File: config.mk
export PLATFORM = sky130hd
export DESIGN_NAME = io_write_arbiter_flat
export DESIGN_NICKNAME = d
export VERILOG_FILES = /design/src/rtl/io_write_arbiter_if.sv /design/src/rtl/io_write_arbiter.sv /design/src/flat_wrapper.sv
export SDC_FILE = /design/constraint.sdc
export NUM_CORES = 1
export LEC_CHECK = 0
export CORE_ASPECT_RATIO = 0.5
export CORE_MARGIN = 8
export CORE_UTILIZATION = 26
export CTS_BUF_LIST = sky130_fd_sc_hd__clkbuf_8
export DETAILED_ROUTE_END_ITERATION = 12
export GPL_ROUTABILITY_DRIVEN = 1
export PLACE_DENSITY = 0.68
export SYNTH_ARGS = -nofsm -noshare
export SYNTH_HDL_FRONTEND = slang
export SYNTH_SLANG_ARGS = --single-unit
File: constraint.sdc
create_clock -name clk -period 1.7 [get_ports clk]
set_input_delay 0.425 -clock clk [delete_from_list [all_inputs] [get_ports clk]]
set_output_delay 0.425 -clock clk [all_outputs]
set_load 0.005 [all_outputs]
File: src/rtl/io_write_arbiter_if.sv
// Write-request bus between the CPU, two peripherals and the data-memory write port.
interface io_write_arbiter_if #(
    parameter int unsigned ADDR_WIDTH = 13
);
    logic                  cpu_we;
    logic [ADDR_WIDTH-1:0] cpu_addr;
    logic [15:0]           cpu_din;
    logic                  cpu_stall;

    logic                  p0_valid;
    logic [ADDR_WIDTH-1:0] p0_addr;
    logic [15:0]           p0_din;
    logic                  p0_ready;

    logic                  p1_valid;
    logic [ADDR_WIDTH-1:0] p1_addr;
    logic [15:0]           p1_din;
    logic                  p1_ready;

    logic                  mem_we;
    logic [ADDR_WIDTH-1:0] mem_addr;
    logic [15:0]           mem_din;

    // Requester side: drives requests, observes grants and the memory port.
    modport master (
        output cpu_we, cpu_addr, cpu_din,
        output p0_valid, p0_addr, p0_din,
        output p1_valid, p1_addr, p1_din,
        input  cpu_stall, p0_ready, p1_ready,
        input  mem_we, mem_addr, mem_din
    );

    // Arbiter side.
    modport slave (
        input  cpu_we, cpu_addr, cpu_din,
        input  p0_valid, p0_addr, p0_din,
        input  p1_valid, p1_addr, p1_din,
        output cpu_stall, p0_ready, p1_ready,
        output mem_we, mem_addr, mem_din
    );
endinterface

File: src/rtl/io_write_arbiter.sv
// Data-memory write arbiter: CPU has priority, two peripherals share a
// round-robin slot, winner is registered onto the memory port (1-cycle latency).
// Optional starvation guard enabled by macro IO_WRITE_ARBITER_STARVE_GUARD_EN:
// a peripheral blocked STARVE_LIMIT cycles is forced ahead of the CPU.
module io_write_arbiter #(
    parameter int unsigned ADDR_WIDTH   = 13,
    parameter int unsigned STARVE_LIMIT = 4
) (
    input  logic              clk,
    input  logic              reset,
    io_write_arbiter_if.slave bus
);
    localparam int unsigned CNT_W = 4;

    typedef enum logic [1:0] {
        SEL_NONE = 2'd0,
        SEL_CPU  = 2'd1,
        SEL_P0   = 2'd2,
        SEL_P1   = 2'd3
    } sel_t;

    // Reject an out-of-range limit at elaboration.
    if (STARVE_LIMIT == 0 || STARVE_LIMIT > 15) begin : g_bad_limit
        $error("io_write_arbiter: STARVE_LIMIT must be in 1..15");
    end

    sel_t       sel;
    logic       rr;
    logic [1:0] pvalid;
    logic [1:0] starved;

    assign pvalid = {bus.p1_valid, bus.p0_valid};

    // Round-robin pick among the peripherals flagged in mask; rr's choice first.
    function automatic sel_t pick_periph(input logic [1:0] mask, input logic ptr);
        sel_t res;
        res = SEL_NONE;
        if (mask[ptr]) begin
            res = ptr ? SEL_P1 : SEL_P0;
        end else if (mask[~ptr]) begin
            res = ptr ? SEL_P0 : SEL_P1;
        end
        return res;
    endfunction

`ifdef IO_WRITE_ARBITER_STARVE_GUARD_EN
    logic [1:0][CNT_W-1:0] wait_cnt;
    logic [1:0]            grant;

    assign grant = {sel == SEL_P1, sel == SEL_P0};

    // Starved: valid and the blocked-cycle counter has saturated.
    always_comb begin
        starved = 2'b00;
        for (int i = 0; i < 2; i++) begin
            starved[i] = pvalid[i] && (wait_cnt[i] == CNT_W'(STARVE_LIMIT));
        end
    end

    // Per-peripheral blocked-cycle counters, saturating at the limit.
    always_ff @(posedge clk) begin
        for (int i = 0; i < 2; i++) begin
            if (reset || !pvalid[i] || grant[i]) begin
                wait_cnt[i] <= '0;
            end else if (wait_cnt[i] != CNT_W'(STARVE_LIMIT)) begin
                wait_cnt[i] <= wait_cnt[i] + CNT_W'(1);
            end
        end
    end

    // CPU stalls whenever it requests but is not served, including during reset.
    assign bus.cpu_stall = bus.cpu_we && (reset || sel == SEL_P0 || sel == SEL_P1);
`else
    assign starved       = 2'b00;
    assign bus.cpu_stall = 1'b0;
`endif

    // Winner selection from current-cycle requests; nothing wins during reset.
    always_comb begin
        sel = SEL_NONE;
        if (!reset) begin
            if (|starved) begin
                sel = pick_periph(starved, rr);
            end else if (bus.cpu_we) begin
                sel = SEL_CPU;
            end else begin
                sel = pick_periph(pvalid, rr);
            end
        end
    end

    assign bus.p0_ready = (sel == SEL_P0);
    assign bus.p1_ready = (sel == SEL_P1);

    // Memory write port register and round-robin pointer update.
    always_ff @(posedge clk) begin
        if (reset) begin
            bus.mem_we   <= 1'b0;
            bus.mem_addr <= '0;
            bus.mem_din  <= '0;
            rr           <= 1'b0;
        end else begin
            bus.mem_we <= (sel != SEL_NONE);
            case (sel)
                SEL_CPU: begin
                    bus.mem_addr <= bus.cpu_addr;
                    bus.mem_din  <= bus.cpu_din;
                end
                SEL_P0: begin
                    bus.mem_addr <= bus.p0_addr;
                    bus.mem_din  <= bus.p0_din;
                    rr           <= 1'b1;
                end
                SEL_P1: begin
                    bus.mem_addr <= bus.p1_addr;
                    bus.mem_din  <= bus.p1_din;
                    rr           <= 1'b0;
                end
                default: begin
                end
            endcase
        end
    end
endmodule

File: src/flat_wrapper.sv
// flat-port wrapper written by rule: the top's interface ports become plain ports
module io_write_arbiter_flat 
#(
    parameter int unsigned ADDR_WIDTH   = 13,
    parameter int unsigned STARVE_LIMIT = 4
)
  (clk, reset, bus_cpu_we, bus_cpu_addr, bus_cpu_din, bus_p0_valid, bus_p0_addr, bus_p0_din, bus_p1_valid, bus_p1_addr, bus_p1_din, bus_cpu_stall, bus_p0_ready, bus_p1_ready, bus_mem_we, bus_mem_addr, bus_mem_din);
  io_write_arbiter_if #(.ADDR_WIDTH(ADDR_WIDTH)) bus_i ();
  input  logic clk;
  input  logic reset;
  input wire logic [$bits(bus_i.cpu_we)-1:0] bus_cpu_we;
  input wire logic [$bits(bus_i.cpu_addr)-1:0] bus_cpu_addr;
  input wire logic [$bits(bus_i.cpu_din)-1:0] bus_cpu_din;
  input wire logic [$bits(bus_i.p0_valid)-1:0] bus_p0_valid;
  input wire logic [$bits(bus_i.p0_addr)-1:0] bus_p0_addr;
  input wire logic [$bits(bus_i.p0_din)-1:0] bus_p0_din;
  input wire logic [$bits(bus_i.p1_valid)-1:0] bus_p1_valid;
  input wire logic [$bits(bus_i.p1_addr)-1:0] bus_p1_addr;
  input wire logic [$bits(bus_i.p1_din)-1:0] bus_p1_din;
  output wire logic [$bits(bus_i.cpu_stall)-1:0] bus_cpu_stall;
  output wire logic [$bits(bus_i.p0_ready)-1:0] bus_p0_ready;
  output wire logic [$bits(bus_i.p1_ready)-1:0] bus_p1_ready;
  output wire logic [$bits(bus_i.mem_we)-1:0] bus_mem_we;
  output wire logic [$bits(bus_i.mem_addr)-1:0] bus_mem_addr;
  output wire logic [$bits(bus_i.mem_din)-1:0] bus_mem_din;
  assign bus_i.cpu_we = bus_cpu_we;
  assign bus_i.cpu_addr = bus_cpu_addr;
  assign bus_i.cpu_din = bus_cpu_din;
  assign bus_i.p0_valid = bus_p0_valid;
  assign bus_i.p0_addr = bus_p0_addr;
  assign bus_i.p0_din = bus_p0_din;
  assign bus_i.p1_valid = bus_p1_valid;
  assign bus_i.p1_addr = bus_p1_addr;
  assign bus_i.p1_din = bus_p1_din;
  assign bus_cpu_stall = bus_i.cpu_stall;
  assign bus_p0_ready = bus_i.p0_ready;
  assign bus_p1_ready = bus_i.p1_ready;
  assign bus_mem_we = bus_i.mem_we;
  assign bus_mem_addr = bus_i.mem_addr;
  assign bus_mem_din = bus_i.mem_din;
  io_write_arbiter #(.ADDR_WIDTH(ADDR_WIDTH), .STARVE_LIMIT(STARVE_LIMIT)) u_core (.clk(clk), .reset(reset), .bus(bus_i));
endmodule
## Word level (Yosys, flattened, before mapping)

Index checks and enable logic that the tools add are counted.

| cells by class | value |
|---|---|
| bitwise gates (word level) | 1 |
| multipliers | 0 |
| multiplexer cells | 13 |
| eq/ne operators | 3 |
| order comparisons | 2 |
| reduce and logical (&&, ||, !) cells | 3 |
| $add $sub $neg | 0 |
| divide/modulo/power cells | 0 |
| shift operators | 0 |

Operators with widths:

| operator | count |
|---|---|
| $pmux 16 s3 | 1 |
| $pmux 13 s3 | 1 |
| $mux 2 | 4 |
| $mux 1 | 6 |
| $eq 2x2->1 const B | 2 |
| $lt 1x2->1 const B | 2 |
| $reduce_bool 2->1 | 2 |
| $reduce_bool 3->1 | 1 |
| $eq 2x1->1 const B | 1 |
| $pmux 1 s2 | 1 |
| $not 1->1 | 1 |

| storage, ports and cells | value |
|---|---|
| ROM bits | 0 |
| bits in latches | 0 |
| flip-flop bits (word level) | 31 |
| bits in writable memories | 0 |
| input port bits | 92 |
| memories kept | 0 |
| output and inout bits | 33 |

## Logic depth before layout (Yosys ltp)

| logic depth | value |
|---|---|
| word-level depth | 9 |
| mapped depth | 6 |
| mapped depth without buffers | 3 |

## Worst setup path before layout

No wires, ideal clock.

| timing | value |
|---|---|
| kind | input -> output |
| from | in bus_cpu_we |
| to | out bus_p0_ready |
| buffers on the path | 2 |
| data arrival time | 1.080 ns |
| stages | 4 |
| path slack | 0.195 ns |
| cells stage by stage | buf_6 nor3b_2 buf_2 and2_1 |

| between the ends | value |
|---|---|
| word-level cells in the longest chain between the ends | 3 |

Ends and longest elaborated chain:

| what | line | text |
|---|---|---|
| from (decl) | flat_wrapper.sv:11 | `input wire logic [$bits(bus_i.cpu_we)-1:0] bus_cpu_we;` |
| $mux 2 | io_write_arbiter.sv:84 | `end else if (bus.cpu_we) begin` |
| $mux 2 | io_write_arbiter.sv:81 | `if (!reset) begin` |
| $eq 2x2->1 | io_write_arbiter.sv:92 | `assign bus.p0_ready = (sel == SEL_P0);` |
| to (decl) | flat_wrapper.sv:21 | `output wire logic [$bits(bus_i.p0_ready)-1:0] bus_p0_ready;` |

No other way between the ends.

## Final worst setup path

| timing | value |
|---|---|
| from | reg u_core.bus.mem_addr[9] |
| to | out bus_mem_addr[9] |

RTL lines:

| what | line | text |
|---|---|---|
| from (decl) | io_write_arbiter_if.sv:39 | `output mem_we, mem_addr, mem_din` |
| from (signal assigned) | io_write_arbiter.sv:106 | `bus.mem_addr <= bus.cpu_addr;` |
| from (signal assigned) | io_write_arbiter.sv:110 | `bus.mem_addr <= bus.p0_addr;` |
| from (signal assigned) | io_write_arbiter.sv:115 | `bus.mem_addr <= bus.p1_addr;` |
| to (decl) | flat_wrapper.sv:24 | `output wire logic [$bits(bus_i.mem_addr)-1:0] bus_mem_addr;` |

No word-level cell between the ends.

==> impl_summary.md <==
STA
The number of hold violations in the final report is 0. The minimum clock period after layout is 1.63 ns. The count of pins over their slew limit came to 0. The share of the cycle needed by the critical path after routing is 0.956. The aggregate negative setup slack is 0 ns.

For this run, the top clock speed supported by timing is 0.615 GHz. The final worst hold slack is 0.500 ns. Setup violations remaining at the end of the flow were counted as 0. The worst setup skew after layout is 0.00590 ns. Setup repair after global routing left no endpoint under its margin.

Critical path
The path type of the worst setup path is reg -> out. STA classifies the critical path endpoint as an output port. The end of the worst register-to-register path is u_core.bus.mem_addr[6]. The top fanout value on the critical path is 2.

Broken down by cell family, the worst path's largest delay share belongs to buffers and inverters. The startpoint of the lowest-slack register-to-register path is u_core.rr. The count of buffering cells on the critical path with inverters included is 1. The worst reg2reg path depth is 4. The critical path startpoint category is a flop. Walking the worst path, the cells encountered are clkdlybuf4s50_1. The minimum setup slack among reg-to-reg paths is 0.33 ns. The critical path data required time is 1.27 ns. The endpoint arrival time on the critical path is 1.20 ns. The largest single stage delay on the critical path is 0.53 ns. The standard cell with the maximum stage delay on the critical path is clkdlybuf4s50_1.

Clock tree
In this run, CTS created clock tree buffers numbering 5. The clock latency on the worst-skew pair is 0.28 ns. The CTS sink count is 31. The clock slew at the register clock pins of the worst setup and hold paths is 0.07 ns. The longest clock path from root to sink contains 2 buffers. Clock tree synthesis selected as its root buffer the cell clkbuf_8.

The H-tree depth is 2. TritonCTS built the clock tree.

Synth
The sequential cell area fraction in the yosys report is 0.300. The area of the mapped netlist is 2070 um2. The number of storage elements in the synthesis netlist is 31.

The number of distinct standard cells referenced by the synthesized netlist is 26. The post-synthesis simple-gate area fraction is 0.338. Yosys attributes the largest share of cell area to dfxtp_1 30%, nor4bb_1 10%, a221oi_1 9.7%. Counting every net in the synthesized netlist gives 313. The count of flip-flops with a built-in enable after synthesis is 0. The average size of a mapped cell is 9.35 um2. Of the total synthesized cell area, the portion taken by XOR and XNOR cells is 0.

Of all cell types, the one taking the most synthesized area is dfxtp_1. By count the netlist is led by 31 x dfxtp_1, 29 x nand3_1, 23 x a211oi_1, 23 x a221oi_1. Synthesis handed over a netlist of 221 instances. The proportion of synthesized flip-flops having asynchronous set or reset is 0. Yosys printed 0 warnings.

The top flip-flop cell by instance count after synthesis is dfxtp_1. The proportion of netlist area held by the largest area contributor is 0.300. The dominant combinational cell family by area after synthesis is simple AND/OR/NAND/NOR gates. Of the total synthesized cell area, the portion taken by full adders, half adders and majority gates is 0. The post-synthesis mux area share is 0. The most common cell in the synthesized netlist is dfxtp_1.

The share of the synthesized area in compound gates (AO/OA/AOI/OAI) is 0.263.

Global routing
Entering global routing, the biggest net connects 38 pins. For this run the aggregate overflow at the end of global routing stands at 0. In the global route stage, overall resource usage came out at 0.141.

The first global-routing pass estimated 12600 um of wire. The initial antenna violation count is 0. The via count of the first global-routing pass is 2341.

Cells and area
The fraction of final layout cells with drive strength greater than 1 is 0.174. The final net count is 430. The filler cells instantiated in the layout total 752. Relative to the synthesized area, the layout overhead comes to 69.8%. The diode insertion count for antenna repair is 0. The number of standard cells in the final layout excluding fillers is 451.

Detailed routing
The first detailed-routing pass ran for 4 iterations. The remaining routing DRC violations is 0. In the routed layout, each cell is associated on average with a via count of 5.14. The total vias in the final route is 2319. Dividing the detail-routed wire length by the instance count gives 18.0 um.

The number of DRC markers after the initial detailed-route iteration is 129. The detail route stage leaves a number of antenna-violating nets equal to 0. Wires add up to 8130 um.

Die
The floorplan step defined a die boundary enclosing 11200 um2. The horizontal die dimension is 142 um. In this run the standard cell core region covers 7860 um2. In this run the count of I/O pins placed on the die edge is 125. In this run the vertical extent of the chip is 79.0 um. The initial utilization of the core area, before any placement, comes to 0.263. The floorplan has 23 rows.

Placement
The final weighted congestion in routability-driven placement is 0.752. Once detailed placement completed, the half-perimeter wirelength came to 6180 um. The placed cell count is 442. In this run the tool buffered the top-level ports with 123 buffer cells.

Hold path
The classification of the worst-slack hold path is reg -> reg. The end of the worst hold path is u_core.bus.mem_din[7]. In this run the most critical hold path is launched from u_core.bus.mem_din[7]. The number of cells traversed by the worst hold path is 2.

Pwr
The areal power density over the cells is 598 nW/um2. The analysis attributes to cell leakage a power of 0.00124 uW. The worst vdd rail ir drop is 0.000224 V.

Run
The number of max-cap violations is 0.

Outcome
The flow ran to the end, and the final reports show no timing, DRC or antenna violations.
[stage by stage]
stage	area [um2]	power [uW]	utilization	setup WS, ns
after CTS	3500	2130	0.446	0.0348
final	3510	2100	0.447	0.0745
after global routing	3510	2210	0.447	0.0146
after floorplan	2070	1090	-	0.195
after global placement	3400	1460	0.433	-0.535
after detailed placement	3400	1480	0.433	-0.519
[per-layer routing]
layer,track usage,part of all wire
met1,0.161,0.39
met2,0.263,0.56
met3,0.0269,0.037
met4,0.0436,0.014
met5,0,0
[cells by family (layout without fill, tap and decap cells)]
kind of cell           Yosys count  in the layout
buffers and inverters           32            150
AO/OA/AOI/OAI                   59             59
flip-flops                      31             31
other                            1              1
AND/OR/NAND/NOR                 98             98
[layout by cell type (no fill, tap or decap), types with 7 or more instances in the layout]
cell type / synthesis / final
a221oi_1: 23 / 23
buf_4: 2 / 17
nor4bb_1: 21 / 21
a211oi_1: 23 / 23
clkdlybuf4s50_1: 0 / 117
nor2_1: 21 / 21
clkbuf_8: 0 / 7
nand3_1: 29 / 29
dfxtp_1: 31 / 31
[worst max path at each step]
stage | startpoint | to | slack, ns | depth (start not counted)
CTS | bus_p0_valid | bus_p0_ready | 0.03 | 4
floorplan | bus_cpu_we | bus_p0_ready | 0.20 | 4
detailed placement | bus_p0_valid | bus_p0_ready | -0.52 | 4
finish | u_core.bus.mem_addr[9] | bus_mem_addr[9] | 0.07 | 1
global route | bus_p1_valid | bus_p1_ready | 0.01 | 4
global placement | bus_p0_valid | bus_p0_ready | -0.54 | 4
[what timing repair did]
item | in CTS | in global routing
pin swaps | 0 | 0
gates cloned | 0 | 0
hold buffers | 0 | 0
setup endpoints to repair | 4 | 1
gates resized for setup | 8 | 1
buffers inserted | 0 | 1
[final cells by class]
cell class | instances | area, um2 | area share
Clock buffer | 7 | 96.3 | 0.0275
Clock inverter | 1 | 3.75 | 0.00107
Multi-Input combinational cell | 158 | 1260 | 0.359
Sequential cell | 31 | 621 | 0.177
Tap cell | 112 | 140 | 0.0399
Timing Repair Buffer | 142 | 1390 | 0.396
[flip-flops by register name (all words and copies together) (netlist names)]
signal,flops
u_core.bus.mem_din,16
u_core.bus.mem_addr,13
u_core.bus.mem_we,1
u_core.rr,1
[report_power, final]
| part | switching, uW | internal [uW] | total (uW) | leakage, uW |
|---|---|---|---|---|
| Sequential | 33.5 | 780 | 813 | 0.000257 |
| Combinational | 240 | 403 | 643 | 0.000928 |
| Clock | 279 | 363 | 642 | 0.0000557 |
| Total | 552 | 1550 | 2100 | 0.00124 |
[worst register-to-register path, cell delays in order, from the launching register on]
cell      delay (ns)
dfxtp_1         0.31
nand2b_1        0.15
buf_4           0.25
a221oi_1        0.43
a211oi_2        0.13
Power figures use the tool's default switching activity.
